==> config.mk <==
export PLATFORM = sky130hd
export DESIGN_NAME = collision_scanner
export DESIGN_NICKNAME = d
export VERILOG_FILES = /design/src/rtl/collision_scanner.sv
export SDC_FILE = /design/constraint.sdc
export NUM_CORES = 2
export LEC_CHECK = 0
export CORE_ASPECT_RATIO = 2
export CORE_UTILIZATION = 35
export DETAILED_ROUTE_END_ITERATION = 10
export DONT_BUFFER_PORTS = 1
export PLACE_DENSITY_LB_ADDON = 0.08
export SYNTH_ARGS = -nofsm -noshare
export SYNTH_HDL_FRONTEND = slang
export SYNTH_SLANG_ARGS = --single-unit
==> constraint.sdc <==
create_clock -name clock -period 4.75 [get_ports clock]
set_input_delay 0.7125 -clock clock [delete_from_list [all_inputs] [get_ports clock]]
set_output_delay 0.7125 -clock clock [all_outputs]
set_load 0.02 [all_outputs]
==> src/rtl/collision_scanner.sv <==
`default_nettype none
// +-----------------------------------------------------------------------+
// | collision_scanner: per-player probe-vs-box-table scanner, wall flags  |
// | Revision: 1.0                                                         |
// +-----------------------------------------------------------------------+
module collision_scanner #(
  parameter int NUM_BOXES = 8,
  parameter int ADDR_W    = 3,
  parameter int PLAYER_W  = 16,
  parameter int PLAYER_H  = 16
) (
  input  logic              clock,
  input  logic              reset,
  input  logic [31:0]       position,
  input  logic              cfg_we,
  input  logic [ADDR_W-1:0] cfg_addr,
  input  logic [63:0]       cfg_data,
  input  logic              cfg_platform,
  input  logic              cfg_enable,
  output logic [31:0]       wall,
  output logic              wall_valid
);

  typedef enum logic [0:0] {LOAD = 1'b0, SCAN = 1'b1} state_t;

  localparam logic [ADDR_W-1:0] C_LAST = ADDR_W'(NUM_BOXES - 1);
  localparam logic [16:0]       C_W    = 17'(PLAYER_W);
  localparam logic [16:0]       C_H    = 17'(PLAYER_H);

  state_t            state_q, state_d;
  logic [ADDR_W-1:0] idx_q, idx_d;
  logic [15:0]       sx_q, sx_d, sy_q, sy_d;
  logic [4:0]        acc_q, acc_d;
  logic [4:0]        wall_q, wall_d;
  logic              wall_valid_q, wall_valid_d;

  logic [63:0]          bounds_q [NUM_BOXES];
  logic [63:0]          bounds_d [NUM_BOXES];
  logic [NUM_BOXES-1:0] plat_q, plat_d, en_q, en_d;

  logic        cfg_ok;
  logic [63:0] cur;
  logic [16:0] bx0, by0, bx1, by1;
  logic [16:0] sx17, sy17, down_row, up_row, left_col, right_col;
  logic        box_ok, col_span, row_span;
  logic        hit_up, hit_down, hit_left, hit_right;
  logic [4:0]  hits;

  always_comb begin
    bounds_d = bounds_q;
    plat_d   = plat_q;
    en_d     = en_q;
    cfg_ok   = cfg_we && ({{(32-ADDR_W){1'b0}}, cfg_addr} < 32'(NUM_BOXES));
    if (cfg_ok) begin
      bounds_d[cfg_addr] = cfg_data;
      plat_d[cfg_addr]   = cfg_platform;
      en_d[cfg_addr]     = cfg_enable;
    end
  end

  // All probe math is 17-bit: an underflow wraps to 0x1FFFF and anything
  // past 65535 exceeds every 16-bit box bound, so neither can ever hit.
  always_comb begin
    cur       = bounds_q[idx_q];
    bx0       = {1'b0, cur[63:48]};
    by0       = {1'b0, cur[47:32]};
    bx1       = {1'b0, cur[31:16]};
    by1       = {1'b0, cur[15:0]};
    sx17      = {1'b0, sx_q};
    sy17      = {1'b0, sy_q};
    down_row  = sy17 - 17'd1;
    up_row    = sy17 + C_H;
    left_col  = sx17 - 17'd1;
    right_col = sx17 + C_W;
    box_ok    = (bx0 <= bx1) && (by0 <= by1);
    col_span  = (sx17 <= bx1) && ((sx17 + C_W - 17'd1) >= bx0);
    row_span  = (sy17 <= by1) && ((sy17 + C_H - 17'd1) >= by0);
    hit_down  = box_ok && col_span && (down_row >= by0) && (down_row <= by1);
    hit_up    = box_ok && col_span && (up_row >= by0) && (up_row <= by1);
    hit_left  = box_ok && row_span && (left_col >= bx0) && (left_col <= bx1);
    hit_right = box_ok && row_span && (right_col >= bx0) && (right_col <= bx1);
    hits      = 5'b0;
    if (en_q[idx_q]) begin
      if (plat_q[idx_q]) hits = {hit_down && (down_row == by1), 4'b0};
      else               hits = {1'b0, hit_left, hit_right, hit_down, hit_up};
    end
  end

  always_comb begin
    state_d      = state_q;
    idx_d        = idx_q;
    sx_d         = sx_q;
    sy_d         = sy_q;
    acc_d        = acc_q;
    wall_d       = wall_q;
    wall_valid_d = 1'b0;
    unique case (state_q)
      LOAD: begin
        sx_d    = position[31:16];
        sy_d    = position[15:0];
        acc_d   = 5'b0;
        idx_d   = '0;
        state_d = SCAN;
      end
      SCAN: begin
        if (idx_q == C_LAST) begin
          wall_d       = acc_q | hits;
          wall_valid_d = 1'b1;
          idx_d        = '0;
          state_d      = LOAD;
        end else begin
          acc_d = acc_q | hits;
          idx_d = idx_q + 1'b1;
        end
      end
      default: state_d = LOAD;
    endcase
  end

  always_ff @(posedge clock) begin
    if (reset) begin
      state_q      <= LOAD;
      idx_q        <= '0;
      sx_q         <= '0;
      sy_q         <= '0;
      acc_q        <= '0;
      wall_q       <= '0;
      wall_valid_q <= 1'b0;
      bounds_q     <= '{default: '0};
      plat_q       <= '0;
      en_q         <= '0;
    end else begin
      state_q      <= state_d;
      idx_q        <= idx_d;
      sx_q         <= sx_d;
      sy_q         <= sy_d;
      acc_q        <= acc_d;
      wall_q       <= wall_d;
      wall_valid_q <= wall_valid_d;
      bounds_q     <= bounds_d;
      plat_q       <= plat_d;
      en_q         <= en_d;
    end
  end

  assign wall       = {27'b0, wall_q};
  assign wall_valid = wall_valid_q;

endmodule
`default_nettype wire

==> flow_summary.ini <==
[outcome]
status = finished, final reports clean

[clock_tree]
clock_path_buffers = 3
root_buffer = clkbuf_16
clock-sinks = 575
cts_buffers = 55
cts_setup_buffers = 0
cts_hold_buf = 0
clock_latency_ns = 0.65
htreeDepth = 2
clkTransAtPathRegs_ns = 0.07
cts_tree = yes
cts-resized-gates = 0

[synth]
synth_edf_count = 0
yosys.area.top_type = dfxtp_1
synthTopCellsByArea = dfxtp_1 (38%), nand2_1 (14%), mux4_2 (9.8%), a21oi_1 (9.8%), ha_1 (9.0%)
yosys_most_used_dff = dfxtp_1
synthCells = 3610
synth_top_area_share_pct = 37.9
syn-cell-area_um2 = 30300
synthArstFlopShare_pct = 0
yosysSeqAreaShare_pct = 37.9
avgSynthCellArea_um2 = 8.40
yosysMostFrequentCell = nand2_1
ys_seq_elements = 575
synth_commonest_cells = nand2_1 (1127), a21oi_1 (591), dfxtp_1 (575), ha_1 (218), clkbuf_1 (176)
yosysWarnings = 0
synth.distinct_cells = 81

[timing]
tns_ns = 0
slew_headroom_pct = 13.1
hold_viol = 0
fmax_ghz = 0.227
fin_skew_ns = 0.0347
rsz0062_at_grt = false
fin_crit_ns = 4.41
setup_viol = 0
whs_ns = 0.149
tightestPinTransition_ns = 1.30
period_share_pct = 92.8
slew_viol_final = 0
fin_ws_ns = 0.342

[floorplan]
die_h_um = 418
coreArea_um2 = 85800
io_pins = 137
initial_core_util_pct = 35.4
die_w_um = 210
core.rowCount = 152
die_area_um2 = 87900

[critical_path]
reg2reg_from = idx_q[0]$_SDFF_PP0_
crit_path_start_kind = flip-flop
crit_required_ns = 5.30
reg2reg_setup_slack_ns = 0.34
timing.rr.end = wall_q[2]$_SDFFE_PP0P_
worstSetupEndpoint = wall_q[2]$_SDFFE_PP0P_
end_kind = flip-flop
crit_fanout = 29
path_class = reg2reg
crit_start = idx_q[0]$_SDFF_PP0_
critPathArrivalTime_ns = 4.96
reg2reg_depth = 15

[worst_hold_path]
hold_path_class = in2reg
whs_path_depth = 1
worstHoldStart = reset

[finish]
instances_no_fill = 4684
drive_gt1_share_pct = 11.0
syn_to_final_growth_pct = 10.2
nets = 3810
fillers = 8642
multi_input_area_um2 = 17200
register_area_um2 = 11500
design_area_um2 = 33400

[placed_design]
place_area_um2 = 31600
routabilityCongestion = 0.968
io_buffers = 0
hpwlAfterDp_um = 74600
place_ws_ns = 0.170
dp.cells = 4586

[drt]
avgRoutedWirePerCell_um = 24.4
viasPerCell = 5.46
wirelength_um = 114000
drt_iter0_drc = 1811
dr.pass1.iters = 5
vias = 25569
drc_errors = 0
ant_nets = 0

[job]
maxCapViolCount = 0

[global_routing]
met1_usage_pct = 29.8
track_usage_pct = 25.9
antenna_found_initial = 4
grt_max_degree = 563
met3_usage_pct = 3.10
grt.overflow.total = 0
grt_pass1_vias = 25556
grt_pass1_wl_um = 169000
use_met2_pct = 48.4
grt-busiest-layer = met2

[power_and_ir_drop]
peakVddDrop_mv = 0.252
p_per_area_nw_per_um2 = 333
p_leak_nw = 12.0
[routing by layer]
metal  vias to the layer above  share of wire (%)  routed length [um]
li1                      12029                  -                   -
met1                     12653                 39               44600
met2                       701                 53               60500
met3                       186                4.5                5130
met4                         0                3.6                4070
met5                         -                  0                   0
[cell families (layout without fill, tap and decap cells)]
family                   after synthesis  after routing  share of synthesized area, %
flip-flops                           575            575                          37.9
multiplexers                         231            231                          13.1
AO/OA/AOI/OAI                        734            734                          13.1
AND/OR/NAND/NOR                     1389           1389                          18.9
XOR/XNOR                              68             68                          1.96
other                                  1             28                        0.0124
adder cells (fa/ha/maj)              218            218                          8.99
buffers and inverters                394            286                          5.96
[how the worst min path moves through the flow]
stage                                     end  slack [ns]
floorplan               acc_q[4]$_SDFFE_PP0N_        0.42
global placement        acc_q[1]$_SDFFE_PP0N_        0.43
detailed placement      acc_q[4]$_SDFFE_PP0N_        0.44
CTS                 bounds_q[93]$_SDFFE_PP0P_        0.16
global route            sy_q[15]$_SDFFE_PP0N_        0.16
finish                  sy_q[15]$_SDFFE_PP0N_        0.15
[area by class of cell]
class / instances / area share (%)
repair buffers: 125 / 3.33
diodes: 1 / 0.00749
multi-input cells: 2667 / 51.6
inverters: 64 / 0.719
well taps: 1155 / 4.32
clock buffers: 79 / 4.75
flip-flops and latches: 575 / 34.5
clock inverters: 18 / 0.797
[cell usage in the layout, fill, tap and decap left out, drive strengths merged, types with 8 or more instances in the layout]
cell	count
nor2	84
nand4	33
ha	218
xnor2	37
clkbuf	79
nand2b	16
nand3	36
dfxtp	575
nand2	1130
inv	66
nor3	24
nor4	15
mux4	132
nor2b	11
a211oi	13
conb	27
a21o	19
and4	10
mux2i	97
buf	125
xor2	31
clkinv	8
a21oi	592
o21ai	47
[power by group]
part	switching (mW)	total (mW)	internal, mW
registers	0.103	5.03	4.93
clock network	2.05	4.65	2.60
logic	0.868	1.44	0.569
[state kept, by name (all words and copies together), names as in the netlist]
| name | flops |
|---|---|
| sy_q | 16 |
| bounds_q | 512 |
| plat_q | 8 |
| acc_q | 5 |
| state_q | 1 |
| en_q | 8 |
| sx_q | 16 |
| wall_q | 5 |
| idx_q | 3 |
| wall_valid | 1 |
[critical path, cell delays in order, from the launching register on]
cell       delay [ns]
dfxtp_4          0.59
buf_12           0.31
buf_4            0.25
mux4_2           0.51
mux2i_1          0.24
buf_4            0.19
inv_1            0.04
ha_1             0.32
a21oi_1          0.16
a21oi_1          0.09
o31ai_1          0.44
o2111ai_1        0.37
a311oi_1         0.39
buf_4            0.19
a21oi_1          0.06
o21ai_1          0.10
[stage by stage]
step / total power [mW] / utilization, %
3_5_place_dp: 6.57 / 36.8
6_report: 11.1 / 39.0
4_1_cts: 11.2 / 39.0
5_1_grt: 11.5 / 39.0
2_1_floorplan: 6.23 / -
3_3_place_gp: 6.55 / 36.8
Power figures use the tool's default switching activity.
